<file path="src/rtl/dtc_vote_if.sv">
// Label-in / vote-out handshake bundle between a tree classifier and the vote accumulator.
// The slave modport is used by dtc_vote_accum; master is the upstream/downstream side.
interface dtc_vote_if #(
    parameter int CNT_W = 5
);
    logic             in_valid;
    logic             in_ready;
    logic [2:0]       in_class;
    logic             flush;
    logic             out_valid;
    logic             out_ready;
    logic [2:0]       out_class;
    logic [CNT_W-1:0] out_count;
    logic             out_tie;
    logic             busy;

    modport master (
        output in_valid, in_class, flush, out_ready,
        input  in_ready, out_valid, out_class, out_count, out_tie, busy
    );

    modport slave (
        input  in_valid, in_class, flush, out_ready,
        output in_ready, out_valid, out_class, out_count, out_tie, busy
    );
endinterface

</file>
<file path="src/rtl/dtc_vote_accum.sv">
// Majority vote over a window of 3-bit class labels; result 8 cycles after the window closes.
// in_ready drops while scanning/holding; the result is held until out_ready.
module dtc_vote_accum #(
    parameter int WINDOW = 16,
    parameter int CNT_W  = $clog2(WINDOW + 1)
) (
    input  logic         clk,
    input  logic         rst_n,
    dtc_vote_if.slave    vif
);

    typedef enum logic [1:0] {
        ST_ACCUM = 2'd0,
        ST_SCAN  = 2'd1,
        ST_HOLD  = 2'd2
    } state_t;

    state_t                  state_q, state_d;
    logic [7:0][CNT_W-1:0]   cnt_q, cnt_d;
    logic [CNT_W-1:0]        samp_q, samp_d;
    logic [2:0]              idx_q, idx_d;
    logic [2:0]              best_cls_q, best_cls_d;
    logic [CNT_W-1:0]        best_cnt_q, best_cnt_d;
    logic                    best_tie_q, best_tie_d;
    logic [2:0]              out_class_q, out_class_d;
    logic [CNT_W-1:0]        out_count_q, out_count_d;
    logic                    out_tie_q, out_tie_d;
    logic                    rdy_en_q, rdy_en_d;

    logic                    accept;
    logic                    last_sample;
    logic [CNT_W-1:0]        cur_cnt;

    assign vif.in_ready  = rdy_en_q && (state_q == ST_ACCUM);
    assign vif.out_valid = (state_q == ST_HOLD);
    assign vif.busy      = (state_q != ST_ACCUM);
    assign vif.out_class = out_class_q;
    assign vif.out_count = out_count_q;
    assign vif.out_tie   = out_tie_q;

    assign accept      = vif.in_valid && vif.in_ready;
    assign last_sample = (samp_q == CNT_W'(WINDOW - 1));
    assign cur_cnt     = cnt_q[idx_q];

    always_comb begin
        state_d     = state_q;
        cnt_d       = cnt_q;
        samp_d      = samp_q;
        idx_d       = idx_q;
        best_cls_d  = best_cls_q;
        best_cnt_d  = best_cnt_q;
        best_tie_d  = best_tie_q;
        out_class_d = out_class_q;
        out_count_d = out_count_q;
        out_tie_d   = out_tie_q;
        rdy_en_d    = 1'b1;

        unique case (state_q)
            ST_ACCUM: begin
                if (accept) begin
                    cnt_d[vif.in_class] = cnt_q[vif.in_class] + 1'b1;
                    samp_d              = samp_q + 1'b1;
                end
                // A flush on an empty window is dropped unless it carries a label itself.
                if ((accept && last_sample) ||
                    (vif.flush && (accept || (samp_q != '0)))) begin
                    state_d = ST_SCAN;
                    idx_d   = 3'd0;
                end
            end
            ST_SCAN: begin
                // Strictly-greater replacement keeps the lowest index on ties.
                if ((idx_q == 3'd0) || (cur_cnt > best_cnt_q)) begin
                    best_cls_d = idx_q;
                    best_cnt_d = cur_cnt;
                    best_tie_d = 1'b0;
                end else if (cur_cnt == best_cnt_q) begin
                    best_tie_d = 1'b1;
                end
                idx_d = idx_q + 3'd1;
                if (idx_q == 3'd7) begin
                    state_d     = ST_HOLD;
                    out_class_d = best_cls_d;
                    out_count_d = best_cnt_d;
                    out_tie_d   = best_tie_d;
                end
            end
            ST_HOLD: begin
                if (vif.out_ready) begin
                    state_d = ST_ACCUM;
                    cnt_d   = '0;
                    samp_d  = '0;
                end
            end
            default: state_d = ST_ACCUM;
        endcase
    end

    always_ff @(posedge clk or negedge rst_n) begin
        if (!rst_n) begin
            state_q     <= ST_ACCUM;
            cnt_q       <= '0;
            samp_q      <= '0;
            idx_q       <= '0;
            best_cls_q  <= '0;
            best_cnt_q  <= '0;
            best_tie_q  <= 1'b0;
            out_class_q <= '0;
            out_count_q <= '0;
            out_tie_q   <= 1'b0;
            rdy_en_q    <= 1'b0;
        end else begin
            state_q     <= state_d;
            cnt_q       <= cnt_d;
            samp_q      <= samp_d;
            idx_q       <= idx_d;
            best_cls_q  <= best_cls_d;
            best_cnt_q  <= best_cnt_d;
            best_tie_q  <= best_tie_d;
            out_class_q <= out_class_d;
            out_count_q <= out_count_d;
            out_tie_q   <= out_tie_d;
            rdy_en_q    <= rdy_en_d;
        end
    end

endmodule
</file>
<file path="src/flat_wrapper.sv">
// flat-port wrapper written by rule: the top's interface ports become plain ports
module dtc_vote_accum_flat 
#(
    parameter int WINDOW = 16,
    parameter int CNT_W  = $clog2(WINDOW + 1)
)
  (clk, rst_n, vif_in_valid, vif_in_class, vif_flush, vif_out_ready, vif_in_ready, vif_out_valid, vif_out_class, vif_out_count, vif_out_tie, vif_busy);
  dtc_vote_if #(.CNT_W(CNT_W)) vif_i ();
  input  logic clk;
  input  logic rst_n;
  input wire logic [$bits(vif_i.in_valid)-1:0] vif_in_valid;
  input wire logic [$bits(vif_i.in_class)-1:0] vif_in_class;
  input wire logic [$bits(vif_i.flush)-1:0] vif_flush;
  input wire logic [$bits(vif_i.out_ready)-1:0] vif_out_ready;
  output wire logic [$bits(vif_i.in_ready)-1:0] vif_in_ready;
  output wire logic [$bits(vif_i.out_valid)-1:0] vif_out_valid;
  output wire logic [$bits(vif_i.out_class)-1:0] vif_out_class;
  output wire logic [$bits(vif_i.out_count)-1:0] vif_out_count;
  output wire logic [$bits(vif_i.out_tie)-1:0] vif_out_tie;
  output wire logic [$bits(vif_i.busy)-1:0] vif_busy;
  assign vif_i.in_valid = vif_in_valid;
  assign vif_i.in_class = vif_in_class;
  assign vif_i.flush = vif_flush;
  assign vif_i.out_ready = vif_out_ready;
  assign vif_in_ready = vif_i.in_ready;
  assign vif_out_valid = vif_i.out_valid;
  assign vif_out_class = vif_i.out_class;
  assign vif_out_count = vif_i.out_count;
  assign vif_out_tie = vif_i.out_tie;
  assign vif_busy = vif_i.busy;
  dtc_vote_accum #(.WINDOW(WINDOW), .CNT_W(CNT_W)) u_core (.clk(clk), .rst_n(rst_n), .vif(vif_i));
endmodule
</file>
<file path="config.mk">
export PLATFORM = sky130hd
export DESIGN_NAME = dtc_vote_accum_flat
export DESIGN_NICKNAME = d
export VERILOG_FILES = /design/src/rtl/dtc_vote_if.sv /design/src/rtl/dtc_vote_accum.sv /design/src/flat_wrapper.sv
export SDC_FILE = /design/constraint.sdc
export NUM_CORES = 1
export LEC_CHECK = 0
export CAP_MARGIN = 25
export CORE_UTILIZATION = 40
export CTS_CLUSTER_DIAMETER = 200
export DETAILED_ROUTE_END_ITERATION = 12
export PLACE_DENSITY = 0.63
export SLEW_MARGIN = 20
export SYNTH_ARGS = -nofsm -noshare
export SYNTH_HDL_FRONTEND = slang
export SYNTH_SLANG_ARGS = --single-unit
export TNS_END_PERCENT = 100
</file>
<file path="constraint.sdc">
create_clock -name clk -period 9.3 [get_ports clk]
set_input_delay 0.93 -clock clk [delete_from_list [all_inputs] [get_ports clk]]
set_output_delay 0.93 -clock clk [all_outputs]
set_load 0.02 [all_outputs]
</file>
# Yosys cells after proc, flatten, opt, wreduce, memory -nomap -nowiden
# Index checks and enable logic that the tools add are counted.
[op_classes] reduce_logical=18 n_div=0 bitwise=0 n_eq_ne=9 add_sub_neg=3 shifts=0 multipliers=0 magnitude_cmp=4 n_mux=23
[ops] cell="$mux W40" n=2
[ops] cell="$pmux W40 S2" n=1
[ops] cell="$bwmux W40" n=1
[ops] cell="$bmux W5 S3" n=2
[ops] cell="$mux W5" n=6
[ops] cell="$demux W5 S3" n=1
[ops] cell="$add A5 B1 Y5 const B" n=2
[ops] cell="$pmux W5 S2" n=1
[ops] cell="$lt A3 B4 Y1 const B" n=2
[ops] cell="$mux W2" n=3
[ops] cell="$mux W3" n=2
[ops] cell="$pmux W2 S3" n=1
[ops] cell="$pmux W3 S2" n=1
[ops] cell="$reduce_and A3 Y1" n=2
[ops] cell="$reduce_bool A2 Y1" n=3
[ops] cell="$eq A5 B4 Y1 const B" n=1
[ops] cell="$eq A5 B5 Y1" n=1
[ops] cell="$gt A5 B5 Y1" n=1
[ops] cell="$logic_and A1 B1 Y1" n=5
[ops] cell="$reduce_bool A5 Y1" n=1
[ops] cell="$ne A2 B1 Y1 const B" n=2
[ops] cell="$ne A2 B2 Y1 const B" n=2
[ops] cell="$reduce_and A2 Y1" n=2
[ops] cell="$add A3 B1 Y3 const B" n=1
[ops] cell="other kinds (8)" n=11
[totals] romBits=0 regBits=69 elab_cells=75 latchBits=0 mem_bits_rw=0 output_inout_bits=12 mem_count=0

# Logic depth before layout (Yosys ltp)
# Gate-level depths: netlist (run 1).
[depth] ltp_word=8 depth_mapped=11 mapped_depth_nobuf=9

# Least setup slack after synthesis (run 1)
# OpenSTA, ideal clock, no wires.
[synth_path] kind="register to register" from="register u_core.idx_q[0]" to="register u_core.best_cnt_q[0]" n_path_buf=2 path_stages_with_launch=11 t_arrival_ns=3.186 required_ns=9.175 setup_slack_ns=5.989 setup_time_ns=0.125 cell_sequence="dfrtp_1 buf_2 mux4_2 mux2_2 ha_1 nor2b_1 o21ai_1 a221o_1 clkbuf_1 a21oi_2 mux2_2"
[synth_between] elab_chain_cells=5 word_cells_on_any_way=6 cone_classes="1 x order compare; 3 x mux; 2 x reduce/logical"
[synth_lines] element="start: declaration" line_no="dtc_vote_accum.sv:21" rtl="logic [2:0] idx_q, idx_d;"
[synth_lines] element="start signal: assignment" line_no="dtc_vote_accum.sv:116" rtl="idx_q <= idx_d;"
[synth_lines] element="$bmux W5 S3" line_no="dtc_vote_accum.sv:43" rtl="assign cur_cnt = cnt_q[idx_q];"
[synth_lines] element="$mux W5 (not written as such)" line_no="dtc_vote_accum.sv:43"
[synth_lines] element="$gt A5 B5 Y1" line_no="dtc_vote_accum.sv:73" rtl="if ((idx_q == 3'd0) || (cur_cnt > best_cnt_q)) begin"
[synth_lines] element="$logic_or A1 B1 Y1" line_no="dtc_vote_accum.sv:73"
[synth_lines] element="$mux W5 (*)" line_no="dtc_vote_accum.sv:73"
[synth_lines] element="end signal: assignment" line_no="dtc_vote_accum.sv:118" rtl="best_cnt_q <= best_cnt_d;"
[synth_lines] element="end: declaration" line_no="dtc_vote_accum.sv:23" rtl="logic [CNT_W-1:0] best_cnt_q, best_cnt_d;"
# Mark *: on every way between the ends. The rest lies on a longest branch, timed or not. The select of a mux whose other input is x is not followed.
# A chain may end at the register's enable or synchronous reset.

# Final worst setup path (run 1)
[layout_path] from="register u_core.idx_q[0]" to="register u_core.best_cnt_q[2]"
# The elaborated chain is that of the path after synthesis.

==> impl_metrics.ini, run 1 <==
[outcome]
status = completed

[timing]
fin_crit_ps = 3740
finalSetupTns_ps = 0
rsz0062_at_grt = no
finalHoldViolCount = 0
drv_slew = 0
setup_viol = 0
worst-slew-pin-transition_ps = 919
relSlewSlack = 0.387
fmax_ghz = 0.267
fin_crit_sh = 0.402
finClkSkew_ps = 8.83

[floorplanning]
core_area_mm2 = 0.00933
placementRows = 35
die_width_um = 101
initial_utilization = 0.417
dieHeight_um = 101
dieArea_mm2 = 0.0101
pin_count = 20

[cells_and_area]
final_layout_size_suffix_gt1_frac = 0.153
final_common_cell = dfrtp_1
diodes = 0
layout_common_cells = 69 x dfrtp_1, 37 x nand2_1, 20 x nor2_1, 17 x inv_1, 17 x clkdlybuf4s50_1
n_fill_cell = 865
final_nets = 394
syn_to_final_growth_pct = 11.5

[power_and_ir_drop]
p_total_mw = 1.29
p_comb_frac = 0.430
internal-power_mw = 0.766
power_switching_mw = 0.523
switching_share = 0.406
p_per_area_mw_per_mm2 = 297
clock_power_share = 0.199
leakage_nw = 1.84
peakVddDrop_uv = 122
p_seq_frac = 0.371

[synthesis]
synthFlopType = dfrtp_1
synth_compound_area_frac = 0.171
synthAdderAreaFrac = 0.0386
syn_nets = 382
synthSimpleGateAreaFrac = 0.130
syn_area_per_cell_um2 = 10.7
syn_area_mm2 = 0.00389
synth-edff-count = 0
ys_ff_latch = 69
synth-seq-area-share = 0.444
synthArstFlopShare = 1.00
synth_top_family_by_area = compound AO/OA/AOI/OAI gates
yosysUniqueCellTypes = 56
synth_xor_area_frac = 0.00676
yosys_warnings = 0
synthCells = 362
synthMuxAreaShare = 0.161

[drt]
post-route-drc-count = 0
drtIter0Drc = 217
viasPerCell = 5.83
vias = 2962
drtPass1Iterations = 4
ant_nets = 0
wire_per_inst_um = 18.0
wl_mm = 9.14

[clock_tree]
cts_buffer_depth = 2
clk_pin_slew_ps = 80
cts_max_level = 3
insertion_delay_ps = 350
postCtsHoldBufs = 0
cts_num_sinks = 69
cts_tree = built
cts_buffers = 9
cts_resized = 0
root_buffer = clkbuf_8
cts_setup_buffers = 0

[grt]
gr-total-overflow = 0
busiest_layer = met2
grt_pass1_vias = 2991
use_met2 = 0.323
use_met1 = 0.256
grt_start_max_net_pins = 70
antenna_found_initial = 0
grt_usage = 0.199
use_met3 = 0.0437
grt_pass1_wl_mm = 15.2

[setup_path]
arrival_ps = 3980
worstSetupStartpointType = flip-flop
slowest_delay_ps = 890
critPathRequiredTime_ps = 9540
end_kind = flip-flop
critPathSlowestCell = dfrtp_1
path_cells = mux4_2 -> mux2_2 -> ha_1 -> nor2b_1 -> o21ai_1 -> a221o_1 -> a21oi_2 -> mux2_2
crit_top_cell = mux2_2
critPathKind = reg -> reg
path_max_fanout = 14

[place]
numPortBuffers = 19
gp_congestion = 0.836
dp_hpwl_mm = 6.33

[job]
drv_cap = 0

[hold_path]
hold_path.class = reg -> reg
-- sequential cells by signal, indices dropped and copies added, names as in the netlist, 2 cells and up --
signal / flops
u_core.cnt_q: 40
u_core.best_cnt_q: 5
u_core.samp_q: 5
u_core.vif.out_count: 5
u_core.best_cls_q: 3
u_core.idx_q: 3
u_core.vif.out_class: 3
u_core.state_q: 2
-- per-layer routing --
metal | vias up | part of all wire
met1 | 1459 | 0.44
met4 | 0 | 0.027
met2 | 96 | 0.48
met3 | 29 | 0.048
li1 | 1378 | -
met5 | - | 0
-- critical path: cells and delay by family, from the launching register on --
kind,cells,cell delay (ps)
flops,1,890
fa+ha+maj,1,300
mux,3,1290
simple gates,1,120
compound gates,3,1010
-- per-stage QoR --
stage	worst slack (ps)	hold slack [ps]	util	instances	area, µm²
3_3_place_gp	5140	461	0.443	492	4130
4_1_cts	5440	483	0.465	508	4340
3_5_place_dp	5080	465	0.443	492	4130
5_1_grt	5350	499	0.465	508	4330
2_1_floorplan	5990	458	-	362	3890
6_report	5560	479	0.465	508	4330
-- power groups by stage --
stage	sequential, mW	clock [mW]	combinational, mW
floorplan	0.451	0	0.433
global placement	0.483	0	0.543
detailed placement	0.484	0	0.554
CTS	0.478	0.262	0.555
global route	0.493	0.279	0.618
finish	0.478	0.257	0.554
-- cell usage after synthesis, types with 2 or more instances --
library cell  instances  area share
and2_1                4      0.0064
mux2_1                3      0.0087
clkbuf_1              9      0.0087
and3_1                3      0.0048
a32o_1                6       0.015
o2bb2ai_1             4      0.0090
ha_1                 12       0.039
nand2_1              37       0.036
nor2b_1               4      0.0064
dfrtp_1              69        0.44
o211ai_1              3      0.0058
a21oi_1              10       0.013
inv_2                 2      0.0019
mux4_2               16       0.093
o21ai_0              15       0.019
o41ai_1               2      0.0045
a221oi_1              3      0.0068
nand3_1              13       0.017
buf_2                 4      0.0051
a22o_1                7       0.016
o31ai_1              10       0.019
buf_6                 4       0.012
a211oi_1              2      0.0039
a31oi_1               7       0.011
nor3_1               10       0.013
mux2i_1               8       0.021
mux2_2               12       0.035
nor2_1               20       0.019
xnor2_1               2      0.0045
buf_4                 2      0.0039
nand2b_1              6      0.0097
a31o_1                2      0.0045
o21ai_1              11       0.014
a21o_1                2      0.0039
inv_1                17       0.016
-- worst paths after layout --
kind                       slack [ps]  depth (start not counted)                                  end                                 from
min                               480                          2  u_core.vif.out_count[1]$_DFFE_PN0P_  u_core.vif.out_count[1]$_DFFE_PN0P_
max in group asynchronous        7940                          2         u_core.cnt_q[20]$_DFFE_PN0P_                                rst_n
max reg2reg                      5560                          8     u_core.best_cnt_q[2]$_DFFE_PN0P_          u_core.idx_q[0]$_DFFE_PN0P_
min reg2reg                       480                          2  u_core.vif.out_count[1]$_DFFE_PN0P_  u_core.vif.out_count[1]$_DFFE_PN0P_
max                              5560                          8     u_core.best_cnt_q[2]$_DFFE_PN0P_          u_core.idx_q[0]$_DFFE_PN0P_
min in group asynchronous         780                          2  u_core.vif.out_class[2]$_DFFE_PN0P_                                rst_n
-- final cells by class --
class / instances / area (µm²) / area share
well taps: 129 / 161 / 0.0372
multi-input cells: 254 / 1970 / 0.455
clock inverters: 6 / 70.1 / 0.0162
flip-flops and latches: 69 / 1730 / 0.398
repair buffers: 21 / 195 / 0.0450
clock buffers: 10 / 138 / 0.0318
inverters: 19 / 71.3 / 0.0165
-- cells by family after synthesis --
group | after synthesis
multiplexers | 40
flip-flops | 69
other | 1
buffers and inverters | 39
AO/OA/AOI/OAI | 93
adder cells (fa/ha/maj) | 12
XOR/XNOR | 3
AND/OR/NAND/NOR | 105
Note: power is estimated with default switching activity, not from simulation.
==> run 2, diff against run 1 <==
Settings changed: PLACE_DENSITY 0.63 to 0.65.
Clock period 9.3 ns to 3.38 ns, I/O delays scaled along.
==> impl_metrics.ini, run 2 (synthesized netlist as in run 1, its figures left out) <==
[cells_and_area]
layout_common_cells = 69 x dfrtp_1, 37 x nand2_1, 20 x nor2_1, 18 x clkdlybuf4s50_1, 17 x inv_1
largest_reg_flops = 40
final_nets = 406
largest-register = u_core.cnt_q
final_common_cell = dfrtp_1
final_layout_size_suffix_gt1_frac = 0.176
layoutNonFillerInstCount = 520
syn_to_final_growth_pct = 15.0
diodes = 0

[clock_tree]
cts_tree = built
cts_num_sinks = 69
cts_buffer_depth = 2
cts_buffers = 9
insertion_delay_ps = 340
cts_max_level = 3
postCtsHoldBufs = 0
clk_pin_slew_ps = 70
root_buffer = clkbuf_8

[floorplanning]
dieArea_mm2 = 0.0101
die_width_um = 101
initial_utilization = 0.417
pin_count = 20
core_area_mm2 = 0.00933
dieHeight_um = 101
placementRows = 35

[timing]
fin_crit_ps = 3130
worst-slew-pin-transition_ps = 849
drv_slew = 0
finalSetupTns_ps = 0
relSlewSlack = 0.434
finClkSkew_ps = 9.30
fmax_ghz = 0.320
fin_hold_ws_ps = 105
rsz0062_at_grt = no
finalHoldViolCount = 0
setup_viol = 0
fin_crit_sh = 0.925

[hold_path]
hold_path.class = in -> async

[grt]
grt_usage = 0.199
antenna_found_initial = 0
grt_start_max_net_pins = 39
grt_pass1_wl_mm = 15.4
grt_pass1_vias = 2970
gr-total-overflow = 0

[place]
placed_cells = 504
numPortBuffers = 19
dp_hpwl_mm = 6.79
gp_congestion = 0.931

[outcome]
status = completed

[drt]
post-route-drc-count = 0
wl_mm = 9.01
drtIter0Drc = 206
vias = 2968
ant_nets = 0
viasPerCell = 5.71
drtPass1Iterations = 4
wire_per_inst_um = 17.3

[job]
drv_cap = 0

[power_and_ir_drop]
peakVddDrop_uv = 347
leakage_nw = 1.91
p_per_area_mw_per_mm2 = 828

[setup_path]
worstSetupStartpointType = flip-flop
path_max_fanout = 8
arrival_ps = 3350
critPathKind = reg -> reg
critPathRequiredTime_ps = 3600
end_kind = flip-flop
## run 2: cell types whose count changed in the layout (fill, tap and decap cells not counted), moves of 2 or more
cell / previous run / this run
clkinv_4: 2 / 0
inv_6: 2 / 0
buf_4: 2 / 13
clkbuf_8: 10 / 14
## run 2: worst paths after layout
path,startpoint,endpoint,slack (ps),cells past startpoint
setup reg to reg,u_core.idx_q[0]$_DFFE_PN0P_,u_core.best_cnt_q[1]$_DFFE_PN0P_,250,8
min in group clk,u_core.vif.out_class[2]$_DFFE_PN0P_,u_core.vif.out_class[2]$_DFFE_PN0P_,480,2
max in group asynchronous,rst_n,u_core.best_cnt_q[2]$_DFFE_PN0P_,2530,2
hold / removal,rst_n,u_core.idx_q[2]$_DFFE_PN0P_,110,1
setup / recovery,u_core.idx_q[0]$_DFFE_PN0P_,u_core.best_cnt_q[1]$_DFFE_PN0P_,250,8
hold reg to reg,u_core.vif.out_class[2]$_DFFE_PN0P_,u_core.vif.out_class[2]$_DFFE_PN0P_,480,2
## run 2: worst max-delay path, stage by stage (launching register included)
cell	delay, ps
dfrtp_1	550
buf_12	190
mux4_2	490
mux2_2	310
ha_1	310
o21ai_1	100
a221o_1	410
a21oi_4	290
mux2_2	370
## run 2: timing repair
action,CTS,global route
resized for setup,0,1
setup endpoints to repair,0,7
buffers inserted,0,0
hold endpoints to repair,0,0
## run 2: power by group
| part | switching, mW | total, mW | internal [mW] | leakage, nW |
|---|---|---|---|---|
| sequential | 0.247 | 1.30 | 1.06 | 0.916 |
| clock | 0.308 | 0.750 | 0.442 | 0.115 |
| combinational | 0.872 | 1.65 | 0.778 | 0.882 |
## run 2: stage by stage
step / utilization / instance area [µm²] / setup WS [ps] / total power [mW]
floorplan: - / 3890 / 68.8 / 2.43
global placement: 0.454 / 4230 / 231 / 2.92
detailed placement: 0.454 / 4230 / 148 / 2.95
CTS: 0.479 / 4460 / 132 / 3.70
global route: 0.479 / 4470 / 68.5 / 3.98
finish: 0.479 / 4470 / 254 / 3.70
## run 2: layer usage
layer  vias up  track usage  wire, µm
met4         0       0.0836       137
met2        83        0.313      4230
li1       1399            -         -
met3        12       0.0298       441
met1      1474        0.277      4200
met5         -            0         0
## run 2: area by class of cell
type,instances,area [µm²]
inverters,19,71.3
well taps,129,161
repair buffers,33,303
multi-input cells,254,1980
fillers,863,4860
clock inverters,2,37.5
flip-flops and latches,69,1730
clock buffers,14,193
==> RTL change 1: new RTL, config.mk and constraints of run 1 <==
`WINDOW` is set to 16 in 2 places; all go to 64.
--- a/src/rtl/dtc_vote_accum.sv
+++ b/src/rtl/dtc_vote_accum.sv
@@ -1,7 +1,7 @@
 // Majority vote over a window of 3-bit class labels; result 8 cycles after the window closes.
 // in_ready drops while scanning/holding; the result is held until out_ready.
 module dtc_vote_accum #(
-    parameter int WINDOW = 16,
+    parameter int WINDOW = 64,
     parameter int CNT_W  = $clog2(WINDOW + 1)
 ) (
     input  logic         clk,
--- a/src/flat_wrapper.sv
+++ b/src/flat_wrapper.sv
@@ -1,7 +1,7 @@
 // flat-port wrapper written by rule: the top's interface ports become plain ports
 module dtc_vote_accum_flat 
 #(
-    parameter int WINDOW = 16,
+    parameter int WINDOW = 64,
     parameter int CNT_W  = $clog2(WINDOW + 1)
 )
   (clk, rst_n, vif_in_valid, vif_in_class, vif_flush, vif_out_ready, vif_in_ready, vif_out_valid, vif_out_class, vif_out_count, vif_out_tie, vif_busy);
Ports: changed (resized vif_out_count); port bits go from 20 to 22. The function was not compared with the original's and may differ.
==> RTL change 1 against run 1 <==
  * Final area up 30%
  * Total power up 37%
  * Sequential cell count up 22
  * Sequential share of layout area up 0.56 points
  * Routed wire length up 34%
  * Area after synthesis up 29%
  * Setup slack worse by 170 ps
==> RTL change 1: results (changes against run 1) <==
Cells and area
  • Non-clk bufs: 25 (+19%)
  • NumNets Final: 518 (+31%)
  • Clk tree area frac: 5.327% (+0.54 points)
  • Non-clock inverters: 20 (+1)
  • Ratio of cells with drive above 1 in the final layout: 14.94% (-0.36 points)
  • Clock buf count: 9 (-1)

Power and ir drop
  • Internal power: 1.067 mW (+39%)
  • Seq pwr: 0.621 mW (+30%)
  • Comb power frac: 44.2% (+1.2 points)

Outcome
  • Status: finished, final reports clean

CTS
  • Clock sinks: 91 (+32%)

Detailed routing
  • Via density: 5.652 (-3.1%)
  • Initial DRT Pass Iterations: 5 (+1)
  • Final WL: 12,200 um (+34%)

GRT
  • Gr usage total: 20.68% (+0.82 points)
  • Global-route wire length before repair: 20,220 um (+33%)

Placement
  • GPL Wtd Cong: 0.8647 (+3.4%)
  • IO buf count: 21 (+2)
  • Hpwl dp: 8492 um (+34%)

Worst setup path
  • Worst Setup EP: u_core.best_cnt_q[6]$_DFFE_PN0P_
  • CP Max Fanout: 19 (+5)
  • R2r setup slk: 5380 ps (-170 ps)
  • Worst r2r src: u_core.idx_q[1]$_DFFE_PN0P_

Logic synthesis
  • Synth top area cells: dfrtp_1, mux4_2, nand2_1, o21ai_1, mux2_2
  • Netlist cell types: 59 (+5.4%)
-- RTL change 1: how the worst min path moves through the flow --
stage / slack, ps / from / to
after global placement: 460 / u_core.vif.out_tie$_DFFE_PN0P_ / u_core.vif.out_tie$_DFFE_PN0P_
after global routing: 490 / rst_n / u_core.samp_q[2]$_DFFE_PN0P_
final: 470 / rst_n / u_core.samp_q[2]$_DFFE_PN0P_
after floorplan: 460 / u_core.cnt_q[14]$_DFFE_PN0P_ / u_core.cnt_q[14]$_DFFE_PN0P_
after detailed placement: 470 / u_core.vif.out_class[2]$_DFFE_PN0P_ / u_core.vif.out_class[2]$_DFFE_PN0P_
after CTS: 470 / rst_n / u_core.samp_q[2]$_DFFE_PN0P_
-- RTL change 1: metal layers --
layer	global-route usage [%]	vias to the layer above	routed length, um
met5	0	-	0
met4	6.320	0	204
met3	5.558	21	775
met2	33.37	120	5938
met1	27.26	1872	5284
li1	-	1774	-
-- RTL change 1: through the flow --
| step | total power [mW] | instance area [sq um] |
|---|---|---|
| global route | 1.902 | 5637 |
| CTS | 1.780 | 5637 |
| finish | 1.771 | 5637 |
| detailed placement | 1.403 | 5336 |
| floorplan | 1.186 | 5029 |
| global placement | 1.384 | 5336 |
-- RTL change 1: worst max-delay path, stage by stage (launching register included) --
cell     delay (ps)
dfrtp_1         960
mux4_2          430
mux2_2          320
ha_1            300
nor2b_1         130
o21ai_0         140
a21oi_1         110
o41ai_1         650
buf_4           280
a21oi_2         160
mux2_2          320
-- RTL change 1: cell families after synthesis --
logic type               after synthesis  share of synthesized area [%]
adder cells (fa/ha/maj)               13                          3.235
AND/OR/NAND/NOR                      147                          13.81
other                                  1                        0.07457
multiplexers                          48                          15.50
buffers and inverters                 46                          4.280
flip-flops                            91                          45.28
XOR/XNOR                               8                          2.215
AO/OA/AOI/OAI                        133                          15.60
==> RTL change 2: new RTL, config.mk and constraints of run 1 <==
Made on the original files. The 3 states of `state_t` get a one-hot encoding in 3 bits.
--- a/src/rtl/dtc_vote_accum.sv
+++ b/src/rtl/dtc_vote_accum.sv
@@ -9,10 +9,10 @@
     dtc_vote_if.slave    vif
 );
 
-    typedef enum logic [1:0] {
-        ST_ACCUM = 2'd0,
-        ST_SCAN  = 2'd1,
-        ST_HOLD  = 2'd2
+    typedef enum logic [2:0] {
+        ST_ACCUM = 3'b001,
+        ST_SCAN  = 3'b010,
+        ST_HOLD  = 3'b100
     } state_t;
 
     state_t                  state_q, state_d;
Behaviour: same outputs for any inputs over 10 cycles, from zero or initial values and one cycle with rst_n low; not proved beyond that.
==> RTL change 2 against run 1 <==
  * Total power down 5.6%
  * Routed wire length down 7.8%
  * Sequential cell count grew 1
  * Critical path depth stayed put
  * Final area fell by 0.52%
  * Area after synthesis decreased by 1.1%
  * Setup slack got worse by 26 ps
  * Global-route usage decreased by 1.5 points
  * Highest routed layer unchanged
==> RTL change 2: results (changes against run 1) <==
Outcome
  • Status: finished, final reports clean

Cells and area
  • NumNets Final: 400 (+1.5%)
  • Buffering overhead: 4.933% (+0.43 points)
  • Non-clock inverters: 17 (-2)
  • Filler cell count: 930 (+7.5%)
  • Clk tree area frac: 4.991% (+0.20 points)
  • Multi-In Gates: 259 (+2.0%)
  • Ratio of cells with drive above 1 in the final layout: 14.03% (-1.3 points)
  • Non-clk bufs: 23 (+9.5%)
  • Final Non-Filler Cells: 514 (+1.2%)
  • Multi-input logic area: 0.001906 sq mm (-3.4%)
  • Clock buf count: 12 (+2)

Timing
  • Fin Hold WS: 480.2 ps (+1.101 ps)
  • Actual transition at the worst max-transition pin: 889.5 ps (-29.88 ps)
  • Clock Skew: 6.645 ps (-2.183 ps)
  • Min Clock Period, post-route: 3767 ps (+25.90 ps)

Worst setup path
  • Worst r2r dst: u_core.best_cnt_q[3]$_DFFE_PN0P_
  • Worst Setup EP: u_core.best_cnt_q[3]$_DFFE_PN0P_
  • Critical path data arrival time: 4000 ps (+20 ps)

Power and ir drop
  • Max IR drop VDD: 142.1 uV (+17%)
  • Internal power: 0.7450 mW (-2.7%)
  • Register share of total power: 38.5% (+1.4 points)

Logic synthesis
  • Netlist cell types: 50 (-11%)
  • Commonest cells in the netlist: dfrtp_1, nand3_1, o21ai_0
  • Mapped Nets: 384 (+0.52%)
  • Register area share after synthesis: 45.58% (+1.2 points)
  • Post-synthesis cell count: 364 (+0.55%)
  • Synth top area cells: dfrtp_1, mux4_2, nand3_1, o21ai_0, ha_1

GRT
  • Gr usage total: 18.40% (-1.5 points)
  • Met3 GRT Util: 4.457% (+0.088 points)
  • Global-route wire length before repair: 13,970 um (-8.2%)
  • Met2 Use GR: 28.75% (-3.5 points)
  • Met1 usage: 24.86% (-0.69 points)
  • Vias in the first global route: 2,709 (-9.4%)
  • Largest net degree at the start of global routing: 71 (+1.4%)

Detailed routing
  • Total number of vias: 2,799 (-5.5%)
  • Wire length on met1: 4004 um (-0.47%)
  • Iter 0 DRT Violations: 159 (-27%)
  • Drt wl/cell: 16.39 um (-8.9%)
  • Met3 WL: 285 um (-35%)

Hold path
  • Worst Hold Path EP: u_core.vif.out_count[2]$_DFFE_PN0P_
  • Start point of the worst min-delay path: u_core.vif.out_count[2]$_DFFE_PN0P_

Placement
  • Dpl ws: 5493 ps (+412.5 ps)
  • Hpwl dp: 5660 um (-11%)
  • GPL Wtd Cong: 0.7931 (-5.1%)
  • Placed cell count: 497 (+1.0%)

CTS
  • Clock sinks: 70 (+1.4%)
RTL change 2: changes by cell type after synthesis, moves of 5 or more:
cell     change
a22o_1       -6
mux2i_1      +7
a32o_1       -6
nand3_1     +31
o21ai_0     +26
a31oi_1      -5
RTL change 2: per-stage QoR:
step                      power (mW)  area, sq um
after floorplan               0.8210         3846
after global placement        0.9240         4091
after detailed placement      0.9373         4091
after CTS                      1.217         4307
after global routing           1.313         4312
final                          1.217         4312
RTL change 2: cells by family (layout without fill, tap and decap cells):
logic type                 after synthesis  in the layout  share of synthesized area [%]
xor gates and xnor gates                 5              5                          1.334
AOI/OAI and AO/OA                       76             76                          11.65
DFF                                     70             70                          45.58
buffers and inverters                   35             56                          4.879
and+or+nand+nor                        122            122                          15.39
adders and majority gates               12             12                          3.904
other                                    1              1                        0.09750
muxes                                   43             43                          17.18
RTL change 2: tightest hold or removal path, cell delays in order, from the launching register on:
cell,delay (ps)
dfrtp_1,340
nand2_1,50
o31ai_1,50
